--- config.mk ---
export PLATFORM = sky130hd
export DESIGN_NAME = fetch_prefetcher
export DESIGN_NICKNAME = d
export VERILOG_FILES = /design/src/rtl/fetch_prefetcher.sv
export SDC_FILE = /design/constraint.sdc
export NUM_CORES = 1
export LEC_CHECK = 0
export ABC_AREA = 0
export CAP_MARGIN = 5
export CORE_ASPECT_RATIO = 1.2
export CORE_UTILIZATION = 50
export DETAILED_ROUTE_END_ITERATION = 8
export MAX_ROUTING_LAYER = met4
export PLACE_DENSITY = 0.92
export SYNTH_ARGS = -nofsm -noshare
export SYNTH_HDL_FRONTEND = slang
export SYNTH_SLANG_ARGS = --single-unit
export TNS_END_PERCENT = 30
--- constraint.sdc ---
create_clock -name clk -period 2.51 [get_ports clk]
set_input_delay 0.502 -clock clk [delete_from_list [all_inputs] [get_ports clk]]
set_output_delay 0.502 -clock clk [all_outputs]
set_load 0.005 [all_outputs]
--- src/rtl/fetch_prefetcher.sv ---
// Sequential instruction prefetcher feeding the instruction FIFO.
// A 2-entry skid absorbs in-flight reads; a branch redirects and flushes.
module fetch_prefetcher #(
  parameter int ADDR_WIDTH = 11,
  parameter int DATA_SIZE  = 32
) (
  input  logic                  clk,
  input  logic                  resetn,
  input  logic                  branch_valid,
  input  logic [ADDR_WIDTH-1:0] branch_address,
  output logic                  mem_r_en,
  output logic [ADDR_WIDTH-1:0] mem_r_adrs,
  input  logic                  mem_r_valid,
  input  logic [DATA_SIZE-1:0]  mem_r_data,
  output logic                  fifo_w_en,
  output logic [DATA_SIZE-1:0]  fifo_w_data,
  input  logic                  fifo_full,
  output logic                  fifo_flush,
  output logic [ADDR_WIDTH-1:0] fetch_pc
);

  typedef enum logic {
    FETCH,
    FLUSH
  } state_t;

  state_t                  state;
  logic [ADDR_WIDTH-1:0]   pc;
  logic                    outstanding;
  logic [1:0]              skid_count;
  logic [DATA_SIZE-1:0]    skid [2];

  logic                    fetching;
  logic [2:0]              credit;
  logic                    issue;
  logic                    push;
  logic                    pop;
  logic                    accept;
  logic                    skid_wr;
  logic                    widx;

  assign fetching = (state == FETCH) & !branch_valid;
  assign credit   = {1'b0, skid_count} + {2'b0, outstanding};
  assign issue    = fetching & (credit < 3'd2);
  assign push     = fetching & !fifo_full
                  & ((skid_count != 2'd0) | mem_r_valid);
  assign pop      = push & (skid_count != 2'd0);
  assign accept   = fetching & mem_r_valid;

  // A response goes to the skid unless it was bypassed straight out
  assign skid_wr  = accept & !(push & (skid_count == 2'd0));
  assign widx     = ((skid_count == 2'd1) & !pop)
                  | (skid_count == 2'd2);

  assign mem_r_en    = resetn & issue;
  assign mem_r_adrs  = pc;
  assign fifo_w_en   = resetn & push;
  assign fifo_w_data = !resetn ? '0
                     : (skid_count != 2'd0) ? skid[0]
                     : mem_r_data;
  assign fifo_flush  = (state == FLUSH);
  assign fetch_pc    = pc;

  always_ff @(posedge clk or negedge resetn) begin
    if (!resetn) begin
      state       <= FETCH;
      pc          <= '0;
      outstanding <= 1'b0;
      skid_count  <= 2'd0;
      skid[0]     <= '0;
      skid[1]     <= '0;
    end else begin
      outstanding <= issue;
      if (branch_valid) begin
        state      <= FLUSH;
        pc         <= branch_address;
        skid_count <= 2'd0;
      end else if (state == FLUSH) begin
        state <= FETCH;
      end else begin
        if (issue) pc <= pc + 1'b1;
        skid_count <= skid_count
                    + {1'b0, skid_wr}
                    - {1'b0, pop};
      end
      if (pop) skid[0] <= skid[1];
      if (skid_wr) skid[widx] <= mem_r_data;
    end
  end

  a_skid_bound: assert property (
    @(posedge clk) disable iff (!resetn)
    skid_count <= 2'd2
  );

endmodule

==> implementation parameters <==
Parameter                              Value

Run status
  Run status    completed

Logic synthesis
  Dominant combinational cell family by area after synthesis    multiplexers
  Average cell area after synthesis    11.38 sq um
  Net Count, Synth    435
  Sequential share of the synthesized area    45.12%
  Fraction of the mapped netlist area in simple logic gates    10.54%
  Share of Yosys cell area claimed by the top area cell type    45.12%
  Xor-xnor portion of the synthesized cell area    1.599%
  Synthesized area    4382 sq um
  Share of cell area taken by muxes after synthesis    28.44%
  Yosys warning total    0
  Number of synthesized register bits    79
  Post-synthesis compound-gate area fraction    8.395%
  Cell types with the largest area share after synthesis    dfrtp_1 (45%), mux2_2 (17%), mux2_4 (10%), nand2_1 (6.6%), a21boi_0 (5.7%)
  Cells after Synth    385
  Adder-Cell Fraction of Synth Area    0.5711%
  Count of distinct cell types in the synthesized netlist    37
  Cell type with the largest total area after synthesis    dfrtp_1

Floorplan
  Starting Density    51.44%
  Die Area    9143 sq um
  Top-level I/O count    105
  Core Box Area    8518 sq um
  Width of the die    87.46 um
  DIE HEIGHT    104.5 um
  Standard-cell row count    37

Hold path
  Path class of the lowest-slack min-delay path    in -> async

Global route
  Global routing usage summed across all routing layers    24.33%
  Number of antenna violations at the first check in global routing    0
  Largest net degree at the start of global routing    33
  Vias in the first global route    3368
  Sum of overflow across all layers after global routing    0
  Wire length of the first global-routing pass    16530 um

Job
  Maximum Capacitance Violations    0

Drt
  Vias after detailed routing    3332
  Routed wire length per instance    16.58 um
  Total Routed Length    10150 um
  DR DRC count    0
  Routed Antenna Nets    0
  Starting DRT DRC Count    131
  Detail-routed via count per cell    5.444
  Detailed-routing iteration count for the pre-antenna-repair pass    4

STA
  Minimum hold slack    0.1799 ns
  Measured slew at the worst slew-check pin    0.3337 ns
  Finish-stage setup viols    0
  Period minus WS final    2.451 ns
  Count of final hold-check violations    0
  Remaining max-slew budget at the tightest pin    77.47%
  Clock skew    0.008450 ns
  Max Fclk    0.4080 GHz
  Final Max Slew Viols    0
  Post-route clock period utilization    97.65%

Final layout
  Filler Cells Inserted    647
  Final net count    540
  Post-route cell area    5879 sq um
  Proportion of layout cells with a drive suffix above 1    29.70%
  Number of non-filler instances in the completed layout    612
  Number of antenna diodes    0
  Final Util    69.02%
  Area Overhead vs Synth    34.18%

Critical path
  Arrival time reported for the critical path endpoint    1.95 ns
  Crit path max fanout    23
  Worst path buffer plus inverter count    2
  Worst endpoint required time    2.01 ns
  Type of origin of the critical path    flop
  Cell at the slowest stage of the critical path    clkdlybuf4s50_1
  Kind of critical path    reg -> out
  Top delay family on crit path    buffers and inverters
  Critical Path, Cell by Cell    or2_4 -> buf_12 -> nand2_1 -> a21boi_0 -> clkdlybuf4s50_1
  Endpoint class of the critical path    output pin
  Delay of the slowest cell on the worst path    0.53 ns

Clock network
  H-tree depth    3
  Clock latency of the later-clocked register in the worst-skew pair    0.36 ns
  Cell at the root of the clock tree    clkbuf_8
  Clock tree from TritonCTS    yes
  Total clock buffers created by CTS    9
  Sinks on the clock net    79
  CTS clock-pin slew for the worst setup and hold paths    0.08 ns
  Max Root-Sink Buffers    2

Placed design
  Total instance count after detailed placement    593
  Port Buf Inserts    104
  Gpl congestion    0.8674
  Placed cell area    5639 sq um
  Detailed placement HPWL    7285 um

Power
  Worst IR drop on VDD    0.2624 mV
  Pwr dens    574.4 nW/um^2
  Leakage Power    0.002621 uW
  Overall Power    3377 uW
-- synthesized netlist by cell type (all sizes together) --
cell    instances
a31oi           2
a2111o          1
nor2            9
nor3            2
a21oi           2
a21o            1
xor2            4
or2             1
buf            25
nand3b          2
a21boi         33
and3            3
inv             1
and2            2
mux2i           3
nand3           3
and4            3
nor3b           1
xnor2           4
o311ai          1
clkbuf         11
dfrtp          79
ha              2
nor2b           1
o21ai           7
a221o           1
nand4           3
nand2          77
o211a           1
o211ai          2
mux2           98
-- cell families after synthesis --
| logic type | count (synthesis) |
|---|---|
| buffers and inverters | 37 |
| multiplexers | 101 |
| AO/OA/AOI/OAI | 51 |
| flip-flops | 79 |
| AND/OR/NAND/NOR | 107 |
| adder cells (fa/ha/maj) | 2 |
| XOR/XNOR | 8 |
-- power breakdown --
group	switching (uW)	leakage, uW	internal (uW)
Sequential	149	0.00101	1480
Combinational	262	0.00152	564
Clock	471	0.0000960	456
-- stage by stage --
stage / TNS (ns) / worst slack (ns)
after floorplan: 0 / 0.6227
after global placement: 0 / 0.02979
after detailed placement: 0 / 0.01483
after CTS: 0 / 0.002618
after global routing: -0.007866 / -0.003974
final: 0 / 0.05888
-- area by class of cell --
| class | instances | area (sq um) | share of cell area, % |
|---|---|---|---|
| clock inverter | 6 | 61.31 | 1.043 |
| multi-input combinational | 269 | 2205 | 37.50 |
| tap | 117 | 146.4 | 2.490 |
| clock buffer | 10 | 127.6 | 2.171 |
| timing repair buffer | 130 | 1358 | 23.09 |
| sequential | 79 | 1978 | 33.65 |
| inverter | 1 | 3.754 | 0.06384 |
-- per-layer routing --
metal / vias to the layer above / global-route usage [%] / wire, um
li1: 1534 / - / -
met1: 1659 / 29.06 / 4235
met2: 120 / 40.46 / 5170
met3: 19 / 4.186 / 556
met4: 0 / 9.836 / 184
met5: - / - / 0
-- final timing paths --
path / start / to / cells after the start / slack (ns)
min in group clk: flop / flop / 1 / 0.51
min: resetn / async pin / 2 / 0.18
max: skid_count[0]$_DFFE_PN0P_ / fifo_w_data[14] / 5 / 0.06
max in group asynchronous: resetn / skid_count[0]$_DFFE_PN0P_ / 2 / 1.70
max reg2reg: skid_count[1]$_DFFE_PN0P_ / skid[43]$_DFF_PN0_ / 6 / 0.58
min reg2reg: flop / flop / 1 / 0.51
-- timing repair --
item / in CTS / in global routing
hold endpoints to repair: 3 / 0
setup endpoints to repair: 32 / 29
resized for setup: 4 / 10
buffers inserted: 0 / 2
hold buffers: 1 / 0
-- worst register-to-register path: stages, from the launching register on --
cell     delay [ns]
dfrtp_2        0.45
or2_4          0.29
buf_4          0.15
and2_4         0.18
buf_12         0.17
mux2_4         0.29
mux2_2         0.28
-- placed cells by master (no fill, tap or decap), types with 2 or more instances in the layout --
master	netlist	final
mux2_2	68	68
xor2_1	4	4
nand2_1	77	77
clkbuf_8	0	9
a21boi_1	0	5
a21boi_0	33	27
mux2_4	30	30
o21ai_0	5	5
buf_4	11	16
mux2i_1	3	3
nand3b_1	2	2
nand4_1	3	3
a21oi_1	2	2
and4_1	3	3
o211ai_1	2	2
nor2_1	9	6
dfrtp_1	79	78
nand3_1	3	3
clkdlybuf4s50_1	0	101
ha_1	2	2
and3_1	3	3
nor2_4	0	3
a31oi_1	2	2
xnor2_1	4	4
o21ai_1	2	2
clkinv_2	0	3
dlymetal6s2s_1	0	2
buf_12	0	9
No activity file was read; power rests on OpenSTA's default activity.
